`config.mk`:
```
export PLATFORM = sky130hd
export DESIGN_NAME = alarm_sequencer_flat
export DESIGN_NICKNAME = d
export VERILOG_FILES = /design/src/rtl/alarm_sequencer_if.sv /design/src/rtl/alarm_sequencer.sv /design/src/flat_wrapper.sv
export SDC_FILE = /design/constraint.sdc
export NUM_CORES = 1
export LEC_CHECK = 0
export BUFFER_PORTS_ARGS = -buffer_cell sky130_fd_sc_hd__clkbuf_2
export CAP_MARGIN = 5
export CORE_MARGIN = 8
export CORE_UTILIZATION = 58
export CTS_CLUSTER_SIZE = 40
export DETAILED_ROUTE_END_ITERATION = 7
export HOLD_SLACK_MARGIN = 0.06
export PLACE_DENSITY = 0.94
export SLEW_MARGIN = 20
export SYNTH_ARGS = -nofsm -noshare
export SYNTH_HDL_FRONTEND = slang
export SYNTH_SLANG_ARGS = --single-unit
```
`constraint.sdc`:
```
create_clock -name clk -period 3.4 [get_ports clk]
set_input_delay 0.51 -clock clk [delete_from_list [all_inputs] [get_ports clk]]
set_output_delay 0.51 -clock clk [all_outputs]
set_load 0.1 [all_outputs]
```
`src/rtl/alarm_sequencer_if.sv`:
```
// alarm_sequencer_if: groups the time compare inputs, button pulses and alarm control outputs.
// Latency: none. This is wiring only.
// Backpressure: none. All inputs are levels or one-clk pulses, and the master owns the inputs.
interface alarm_sequencer_if;
    logic       sec_tick;
    logic [1:0] cur_h1;
    logic [3:0] cur_h2;
    logic [2:0] cur_m1;
    logic [3:0] cur_m2;
    logic [1:0] alm_h1;
    logic [3:0] alm_h2;
    logic [2:0] alm_m1;
    logic [3:0] alm_m2;
    logic       alarm_en;
    logic       adjust;
    logic       stop_req;
    logic       snooze_req;
    logic       alarm_on;
    logic       snooze_en;
    logic       snooze_rst;
    logic       missed;
    logic [1:0] snooze_cnt;

    modport master (
        output sec_tick, cur_h1, cur_h2, cur_m1, cur_m2,
               alm_h1, alm_h2, alm_m1, alm_m2,
               alarm_en, adjust, stop_req, snooze_req,
        input  alarm_on, snooze_en, snooze_rst, missed, snooze_cnt
    );

    modport slave (
        input  sec_tick, cur_h1, cur_h2, cur_m1, cur_m2,
               alm_h1, alm_h2, alm_m1, alm_m2,
               alarm_en, adjust, stop_req, snooze_req,
        output alarm_on, snooze_en, snooze_rst, missed, snooze_cnt
    );
endinterface

```
`src/rtl/alarm_sequencer.sv`:
```
// alarm_sequencer: decides when the alarm rings, snoozes, times out and stops, using a BCD time compare and a 1 Hz tick.
// Latency: every output is registered and changes 1 clk after the deciding edge. Defining SNOOZE_LIMIT_EN caps snoozes at MAX_SNOOZE.
// Backpressure: none. Pulse inputs are sampled on every clk, and a pulse that the current state does not use is dropped.
module alarm_sequencer #(
    parameter int RING_SECS   = 60,
    parameter int SNOOZE_SECS = 300,
    parameter int MAX_SNOOZE  = 3,
    parameter int CNT_W       = 9
) (
    input  logic              clk,
    input  logic              rst,
    alarm_sequencer_if.slave  bus
);

    typedef enum logic [1:0] {ST_IDLE, ST_RINGING, ST_SNOOZE, ST_DONE} state_t;

    localparam logic [CNT_W-1:0] RING_LAST = CNT_W'(RING_SECS - 1);
    localparam logic [CNT_W-1:0] SNZ_LAST  = CNT_W'(SNOOZE_SECS - 1);

    // Reject parameter sets that would let the counters wrap or overflow the 2-bit snooze count.
    if ((RING_SECS < 1) || (SNOOZE_SECS < 1) ||
        ((1 << CNT_W) <= RING_SECS) || ((1 << CNT_W) <= SNOOZE_SECS) ||
        (MAX_SNOOZE < 1) || (MAX_SNOOZE > 3)) begin : g_bad_params
        $error("alarm_sequencer: illegal parameter set");
    end

    state_t           state_q, state_d;
    logic [CNT_W-1:0] ring_cnt_q, ring_cnt_d;
    logic [CNT_W-1:0] snz_cnt_q, snz_cnt_d;
    logic [1:0]       snooze_cnt_q, snooze_cnt_d;
    logic             missed_q, missed_d;
    logic             match_q;
    logic             alarm_on_q, alarm_on_d;
    logic             snooze_en_q, snooze_en_d;
    logic             snooze_rst_q, snooze_rst_d;

    logic match, trigger, abort, snooze_limit_hit;

    // Trigger on the rising edge of the match, so holding the alarm minute never re-rings.
    assign match = bus.alarm_en & ~bus.adjust &
                   (bus.cur_h1 == bus.alm_h1) & (bus.cur_h2 == bus.alm_h2) &
                   (bus.cur_m1 == bus.alm_m1) & (bus.cur_m2 == bus.alm_m2);
    assign trigger = match & ~match_q;
    assign abort   = ~bus.alarm_en | bus.adjust;

`ifdef SNOOZE_LIMIT_EN
    localparam logic [1:0] SNZ_LIMIT = 2'(MAX_SNOOZE);
    assign snooze_limit_hit = (snooze_cnt_q == SNZ_LIMIT);
`else
    assign snooze_limit_hit = 1'b0;
`endif

    // State, counters and registered outputs.
    always_ff @(posedge clk or negedge rst) begin
        if (!rst) begin
            state_q      <= ST_IDLE;
            ring_cnt_q   <= '0;
            snz_cnt_q    <= '0;
            snooze_cnt_q <= 2'd0;
            missed_q     <= 1'b0;
            match_q      <= 1'b0;
            alarm_on_q   <= 1'b0;
            snooze_en_q  <= 1'b0;
            snooze_rst_q <= 1'b0;
        end else begin
            state_q      <= state_d;
            ring_cnt_q   <= ring_cnt_d;
            snz_cnt_q    <= snz_cnt_d;
            snooze_cnt_q <= snooze_cnt_d;
            missed_q     <= missed_d;
            match_q      <= match;
            alarm_on_q   <= alarm_on_d;
            snooze_en_q  <= snooze_en_d;
            snooze_rst_q <= snooze_rst_d;
        end
    end

    // Next state. The aborts take priority, then stop, then snooze, then the tick or timeout.
    always_comb begin
        state_d      = state_q;
        ring_cnt_d   = ring_cnt_q;
        snz_cnt_d    = snz_cnt_q;
        snooze_cnt_d = snooze_cnt_q;
        missed_d     = missed_q;

        // A stop press always acknowledges a missed alarm, whatever the state.
        if (bus.stop_req) begin
            missed_d = 1'b0;
        end

        if (abort) begin
            state_d = ST_IDLE;
        end else begin
            unique case (state_q)
                ST_IDLE: begin
                    if (trigger) begin
                        state_d      = ST_RINGING;
                        ring_cnt_d   = '0;
                        snooze_cnt_d = 2'd0;
                    end
                end
                ST_RINGING: begin
                    if (bus.stop_req || (bus.snooze_req && snooze_limit_hit)) begin
                        state_d = ST_DONE;
                    end else if (bus.snooze_req) begin
                        state_d   = ST_SNOOZE;
                        snz_cnt_d = '0;
                        if (snooze_cnt_q != 2'd3) begin
                            snooze_cnt_d = snooze_cnt_q + 2'd1;
                        end
                    end else if (bus.sec_tick) begin
                        if (ring_cnt_q == RING_LAST) begin
                            state_d  = ST_DONE;
                            missed_d = 1'b1;
                        end else begin
                            ring_cnt_d = ring_cnt_q + 1'b1;
                        end
                    end
                end
                ST_SNOOZE: begin
                    if (bus.stop_req) begin
                        state_d = ST_DONE;
                    end else if (bus.sec_tick) begin
                        if (snz_cnt_q == SNZ_LAST) begin
                            state_d    = ST_RINGING;
                            ring_cnt_d = '0;
                        end else begin
                            snz_cnt_d = snz_cnt_q + 1'b1;
                        end
                    end
                end
                ST_DONE: begin
                    // Hold until the time leaves the alarm minute, so a stop cannot re-ring within it.
                    if (!match) begin
                        state_d = ST_IDLE;
                    end
                end
                default: state_d = ST_IDLE;
            endcase
        end
    end

    // Output decode from the next state, so each output is registered alongside the state.
    always_comb begin
        alarm_on_d   = (state_d == ST_RINGING);
        snooze_en_d  = (state_d == ST_SNOOZE);
        snooze_rst_d = (state_q == ST_RINGING) && (state_d == ST_SNOOZE);
    end

    assign bus.alarm_on   = alarm_on_q;
    assign bus.snooze_en  = snooze_en_q;
    assign bus.snooze_rst = snooze_rst_q;
    assign bus.missed     = missed_q;
    assign bus.snooze_cnt = snooze_cnt_q;

endmodule
```
`src/flat_wrapper.sv`:
```
// flat-port wrapper written by rule: the top's interface ports become plain ports
module alarm_sequencer_flat 
#(
    parameter int RING_SECS   = 60,
    parameter int SNOOZE_SECS = 300,
    parameter int MAX_SNOOZE  = 3,
    parameter int CNT_W       = 9
)
  (clk, rst, bus_sec_tick, bus_cur_h1, bus_cur_h2, bus_cur_m1, bus_cur_m2, bus_alm_h1, bus_alm_h2, bus_alm_m1, bus_alm_m2, bus_alarm_en, bus_adjust, bus_stop_req, bus_snooze_req, bus_alarm_on, bus_snooze_en, bus_snooze_rst, bus_missed, bus_snooze_cnt);
  alarm_sequencer_if bus_i ();
  input  logic clk;
  input  logic rst;
  input wire logic [$bits(bus_i.sec_tick)-1:0] bus_sec_tick;
  input wire logic [$bits(bus_i.cur_h1)-1:0] bus_cur_h1;
  input wire logic [$bits(bus_i.cur_h2)-1:0] bus_cur_h2;
  input wire logic [$bits(bus_i.cur_m1)-1:0] bus_cur_m1;
  input wire logic [$bits(bus_i.cur_m2)-1:0] bus_cur_m2;
  input wire logic [$bits(bus_i.alm_h1)-1:0] bus_alm_h1;
  input wire logic [$bits(bus_i.alm_h2)-1:0] bus_alm_h2;
  input wire logic [$bits(bus_i.alm_m1)-1:0] bus_alm_m1;
  input wire logic [$bits(bus_i.alm_m2)-1:0] bus_alm_m2;
  input wire logic [$bits(bus_i.alarm_en)-1:0] bus_alarm_en;
  input wire logic [$bits(bus_i.adjust)-1:0] bus_adjust;
  input wire logic [$bits(bus_i.stop_req)-1:0] bus_stop_req;
  input wire logic [$bits(bus_i.snooze_req)-1:0] bus_snooze_req;
  output wire logic [$bits(bus_i.alarm_on)-1:0] bus_alarm_on;
  output wire logic [$bits(bus_i.snooze_en)-1:0] bus_snooze_en;
  output wire logic [$bits(bus_i.snooze_rst)-1:0] bus_snooze_rst;
  output wire logic [$bits(bus_i.missed)-1:0] bus_missed;
  output wire logic [$bits(bus_i.snooze_cnt)-1:0] bus_snooze_cnt;
  assign bus_i.sec_tick = bus_sec_tick;
  assign bus_i.cur_h1 = bus_cur_h1;
  assign bus_i.cur_h2 = bus_cur_h2;
  assign bus_i.cur_m1 = bus_cur_m1;
  assign bus_i.cur_m2 = bus_cur_m2;
  assign bus_i.alm_h1 = bus_alm_h1;
  assign bus_i.alm_h2 = bus_alm_h2;
  assign bus_i.alm_m1 = bus_alm_m1;
  assign bus_i.alm_m2 = bus_alm_m2;
  assign bus_i.alarm_en = bus_alarm_en;
  assign bus_i.adjust = bus_adjust;
  assign bus_i.stop_req = bus_stop_req;
  assign bus_i.snooze_req = bus_snooze_req;
  assign bus_alarm_on = bus_i.alarm_on;
  assign bus_snooze_en = bus_i.snooze_en;
  assign bus_snooze_rst = bus_i.snooze_rst;
  assign bus_missed = bus_i.missed;
  assign bus_snooze_cnt = bus_i.snooze_cnt;
  alarm_sequencer #(.RING_SECS(RING_SECS), .SNOOZE_SECS(SNOOZE_SECS), .MAX_SNOOZE(MAX_SNOOZE), .CNT_W(CNT_W)) u_core (.clk(clk), .rst(rst), .bus(bus_i));
endmodule
```
## After elaboration in Yosys (flattened, before gate mapping)

Index checks and enable logic that the tools add are counted.
W data, S select, Z words.

| cells by class | value |
|---|---|
| bitwise gates (word level) | 11 |
| eq/ne operators | 23 |
| add/sub/neg operators | 3 |
| reduce and logical (&&, ||, !) cells | 8 |
| muxes and demuxes | 38 |

Operator list:

| kind | number |
|---|---|
| $mux W9 | 13 |
| $mux W2 | 14 |
| $pmux W9 S3 | 1 |
| $add A9 B1 Y9 const B | 2 |
| $ne A2 B2 Y1 const B | 9 |
| $pmux W9 S2 | 1 |
| $reduce_and A10 Y1 | 1 |
| $eq A9 B6 Y1 const B | 1 |
| $eq A9 B9 Y1 const B | 1 |
| $eq A4 B4 Y1 | 2 |
| $pmux W2 S4 | 1 |
| $mux W1 | 7 |
| $reduce_and A7 Y1 | 1 |
| $and A1 B1 Y1 | 6 |
| $eq A2 B2 Y1 const B | 3 |
| $ne A2 B1 Y1 const B | 3 |
| $reduce_and A6 Y1 | 1 |
| $eq A2 B1 Y1 const B | 2 |
| $not A1 Y1 | 4 |
| $pmux W2 S2 | 1 |
| $reduce_bool A2 Y1 | 2 |
| $eq A3 B3 Y1 | 1 |
| $reduce_bool A3 Y1 | 1 |
| $add A2 B1 Y2 const B | 1 |
| other kinds (4) | 4 |

| word-level totals | value |
|---|---|
| word-level logic and storage cells | 92 |
| flip-flop bits (word level) | 27 |
| input port bits | 33 |

## Depth between registers and ports, before layout

| depth | value |
|---|---|
| depth after elaboration | 12 |
| depth in mapped cells | 7 |

## Least setup slack after synthesis

No wires, ideal clock.

| timing | value |
|---|---|
| path type | input port to flip-flop |
| start | input port bus_stop_req |
| end | register u_core.snz_cnt_q[3] |
| arrival | 1.891 ns |
| data required time | 3.323 ns |
| setup time | 0.077 ns |
| path buffers | 1 |
| stages | 6 |
| path slack | 1.432 ns |
| path through | buf_6 or3b_4 a211oi_4 nor2_4 or3_1 a21oi_1 |

| between the ends | value |
|---|---|
| word-level cells in the longest chain between the ends | 2 |
| elaborated cells on any way between the ends | 3 |

Ends and longest elaborated chain:

| item | line | RTL |
|---|---|---|
| start: declaration | flat_wrapper.sv:24 | `input wire logic [$bits(bus_i.stop_req)-1:0] bus_stop_req;` |
| $ne A2 B2 Y1 (no source line) | - |  |
| $reduce_and A7 Y1 (no source line) * | - |  |
| end signal: assignment | alarm_sequencer.sv:68 | `snz_cnt_q <= snz_cnt_d;` |
| end: declaration | alarm_sequencer.sv:29 | `logic [CNT_W-1:0] snz_cnt_q, snz_cnt_d;` |

Every way passes the cells marked *; elsewhere a longest branch is shown, timed or not.
A chain may end at the register's enable or synchronous reset.

## Worst setup path after layout

| timing | value |
|---|---|
| start | register u_core.snz_cnt_q[0] |
| end | register u_core.alarm_on_q, in the netlist u_core.bus.alarm_on |

| between the ends | value |
|---|---|
| word-level cells in the longest chain between the ends | 7 |

Ends and longest elaborated chain:

| item | line | RTL |
|---|---|---|
| $eq A9 B9 Y1 | alarm_sequencer.sv:124 | `if (snz_cnt_q == SNZ_LAST) begin` |
| $mux W2 | alarm_sequencer.sv:124 |  |
| $mux W2 | alarm_sequencer.sv:123 | `end else if (bus.sec_tick) begin` |
| $mux W2 | alarm_sequencer.sv:121 | `if (bus.stop_req) begin` |
| $pmux W2 S4 | alarm_sequencer.sv:94 | `unique case (state_q)` |
| $mux W2 | alarm_sequencer.sv:91 | `if (abort) begin` |
| net u_core.state_d[0] | alarm_sequencer.sv:27 | `state_t state_q, state_d;` |
| $eq A2 B1 Y1 | alarm_sequencer.sv:145 | `alarm_on_d = (state_d == ST_RINGING);` |
| net u_core.alarm_on_d | alarm_sequencer.sv:33 | `logic alarm_on_q, alarm_on_d;` |
| end signal: assignment | alarm_sequencer.sv:72 | `alarm_on_q <= alarm_on_d;` |
| end: declaration | alarm_sequencer.sv:33 |  |

The timed path passes the listed nets, and every way through them passes these cells.

==> reports/results.tsv <==
stage	metric	value	unit
synthesis	ys flop type	dfrtp_1	
floorplan	width of the die	70.6	um
worst_setup_path	WP data arrival	2.42	ns
final_layout	NumNets Final	260	
clocking	# Post-CTS Setup Buffers	0	
detailed_routing	WL/cell	15.3	um
worst_setup_path	crit-path max cell delay	0.49	ns
synthesis	Synth Area in Adders	2.17	%
detailed_routing	Antenna Nets Post-Route	0	
floorplan	die height	70.6	um
placement	Detail Placement HPWL	3010	um
floorplan	IO Pins	39	
worst_setup_path	Reg2Reg Setup Slack	1.27	ns
clocking	Clk Latency, worst-skew pair	0.34	ns
timing	Hold Violations, Final	0	
clocking	CTS tree	built	
timing	fin. max-slew vios	0	
detailed_routing	routed vias/inst	6.11	
synthesis	Net Count, Synth	223	
synthesis	Post-Synth Simple-Gate Area	24.3	%
global_route	grt total ovfl	0	
clocking	CTS resizes	0	
synthesis	largest family of logic cells by synthesized area	simple AND/OR/NAND/NOR gates	
worst_setup_path	worst endpoint required time	3.69	ns
worst_setup_path	Slowest-stage cell, CP	dfrtp_1	
power_and_ir_drop	VDD IR max	0.161	mV
clocking	CTS Buf Count	3	
timing	final setup vio count	0	
timing	measured slew at the worst slew-check pin	0.647	ns
final_layout	Area Growth Syn to Fin	13.3	%
power_and_ir_drop	Flop pwr share	61.1	%
global_route	largest net degree at the start of global routing	28	
floorplan	row count	20	
worst_setup_path	Critical Path, Cell by Cell	ha_1 -> and4bb_2 -> a311oi_1 -> o32a_1 -> o21ai_0 -> nor2b_1	
final_layout	share of cells above drive strength 1	22.4	%
timing	Final Skew	0.00725	ns
global_route	initial antenna violation count	0	
worst_setup_path	Max Fanout on Critical Path	7	
synthesis	fraction of registers with async set/reset	100	%
synthesis	Post-Synthesis Cells	187	
synthesis	XOR/XNOR Fraction of Synth Area	8.62	%
worst_setup_path	CP Capture Type	register	
detailed_routing	Initial DRC Count	72	
timing	Hold Worst Slack	0.161	ns
final_layout	Antenna Cells	0	
power_and_ir_drop	leakage power	0.902	nW
power_and_ir_drop	logic gate share of total power	11.2	%
clocking	CTS Hold Bufs	0	
floorplan	core footprint	2950	um2
timing	Final Cycle Share	62.8	%
detailed_routing	drt drc	0	
final_layout	most common cell after layout, fill and taps aside	clkbuf_2	
floorplan	Starting Density	58.5	%
floorplan	die area	4980	um2
timing	fin crit period	2.13	ns
power_and_ir_drop	Clock power frac	27.6	%
synthesis	number of synthesized flops with an enable pin	0	
power_and_ir_drop	PD cells	271	nW/um2
synthesis	syn avg cell area	9.23	um2
power_and_ir_drop	sw frac	25.5	%
synthesis	area leader, netlist	dfrtp_1	
detailed_routing	via count	1565	
global_route	vias in the first global route	1606	
clocking	Clock Sinks	27	
placement	Final GP Congestion	0.889	
detailed_routing	Total Wirelength	3910	um
synthesis	mux share of post-synthesis cell area	0.580	%
timing	highest clock rate	0.469	GHz
synthesis	Distinct cells, synth	45	
timing	RSZ-0062 raised after global routing	false	
final_layout	post-layout util	66.2	%
final_layout	most frequent cells in the layout	38 x clkbuf_2, 27 x dfrtp_1, 17 x xor2_1	
global_route	Tot GR Track Use	16.4	%
synthesis	post-synthesis register bit count	27	
timing	TNS Setup	0	ns
synthesis	sequential area share after synthesis	39.1	%
power_and_ir_drop	P_sw	0.000135	W
global_route	first-pass GRT wire length	6800	um
hold_path	hold crit path type	input port to async pin	
synthesis	largest cells by area after synthesis	dfrtp_1 39%, xor2_1 8.6%, nor2_1 3.5%	
synthesis	Synth Area in Compound Gates	21.3	%
placement	Post-Place Worst Slack	1.19	ns
timing	Slew HR	56.9	%
clocking	root buf cell	clkbuf_4	
worst_setup_path	startpoint types	register	
clocking	H-tree levels	1	
placement	Port Buf Inserts	38	
job	Max Cap Viol	0	
detailed_routing	DR pass1 iterations	4	
timing	Final WS setup	1.27	ns
synthesis	Synth Cell Area	1730	um2
power_and_ir_drop	P_int	0.000395	W
synthesis	Synth top area share	39.1	%
clocking	CTS clk-pin slew, worst paths	0.15	ns
clocking	Max Root-Sink Buffers	2	
status	outcome	complete, no violations	
worst_setup_path	critical path class	register to register	
synthesis	warnings from Yosys	0	
==> through the flow <==
step           instance area [um2]  power (W)  std cells
2_1_floorplan                 1730   0.000357        187
3_3_place_gp                  1930   0.000387        252
3_5_place_dp                  1930   0.000390        252
4_1_cts                       1960   0.000533        256
5_1_grt                       1960   0.000556        256
6_report                      1960   0.000530        256
==> critical path, delay by kind of cell, from the launching register on <==
family	cells	cell delay [ns]
AOI/OAI and AO/OA	3	0.81
adders and majority gates	1	0.27
DFF	1	0.49
and+or+nand+nor	2	0.52
==> registers in the layout, summed over array words and instances, names as in the netlist <==
register               cells
u_core.bus.snooze_rst      1
u_core.bus.snooze_cnt      2
u_core.bus.missed          1
u_core.bus.snooze_en       1
u_core.match_q             1
u_core.bus.alarm_on        1
u_core.state_q             2
u_core.ring_cnt_q          9
u_core.snz_cnt_q           9
==> synth_stat cells, types with 5 or more instances <==
cell type / number
a21oi_1: 9
a41oi_1: 5
and3_1: 5
dfrtp_1: 27
inv_1: 9
nand2_1: 9
nand3_1: 11
nor2_1: 16
nor2b_1: 5
o21ai_0: 10
xor2_1: 17
==> power groups by stage <==
stage | clock (W) | combinational, W | sequential, W
2_1_floorplan | 0 | 0.0000272 | 0.000330
3_3_place_gp | 0 | 0.0000576 | 0.000330
3_5_place_dp | 0 | 0.0000601 | 0.000330
4_1_cts | 0.000149 | 0.0000602 | 0.000324
5_1_grt | 0.000165 | 0.0000662 | 0.000324
6_report | 0.000147 | 0.0000596 | 0.000324
==> path summary, 6_finish.rpt <==
path	depth (start not counted)	from	to
worst max-delay path	6	u_core.snz_cnt_q[0]	u_core.bus.alarm_on
worst min-delay path	1	rst	u_core.snz_cnt_q[6]
worst max register to register	6	u_core.snz_cnt_q[0]	u_core.bus.alarm_on
worst min register to register	1	u_core.ring_cnt_q[0]	u_core.ring_cnt_q[0]
max in group asynchronous	1	rst	u_core.bus.snooze_cnt[1]
min in group clk	2	bus_stop_req	u_core.bus.missed
==> logic make-up after synthesis <==
logic type	after synthesis
AOI/OAI and AO/OA	51
xor gates and xnor gates	17
muxes	1
DFF	27
and+or+nand+nor	73
buffers and inverters	15
adders and majority gates	3
==> final cells by class <==
class                   count  area, um2
fillers                   253        997
multi-input cells         145        985
flip-flops and latches     27        676
repair buffers             38        190
well taps                  33       41.3
inverters                   9       33.8
clock buffers               3       22.5
clock inverters             1       7.51
==> layer usage <==
metal  track usage [%]  up-vias  routed length, um
met5                 0        -                  0
met4              6.24        0                 63
met3              3.81        5                230
met2              29.0       53               2010
met1              18.7      737               1610
li1                  -      770                  -
Note: power is estimated with default switching activity, not from simulation.
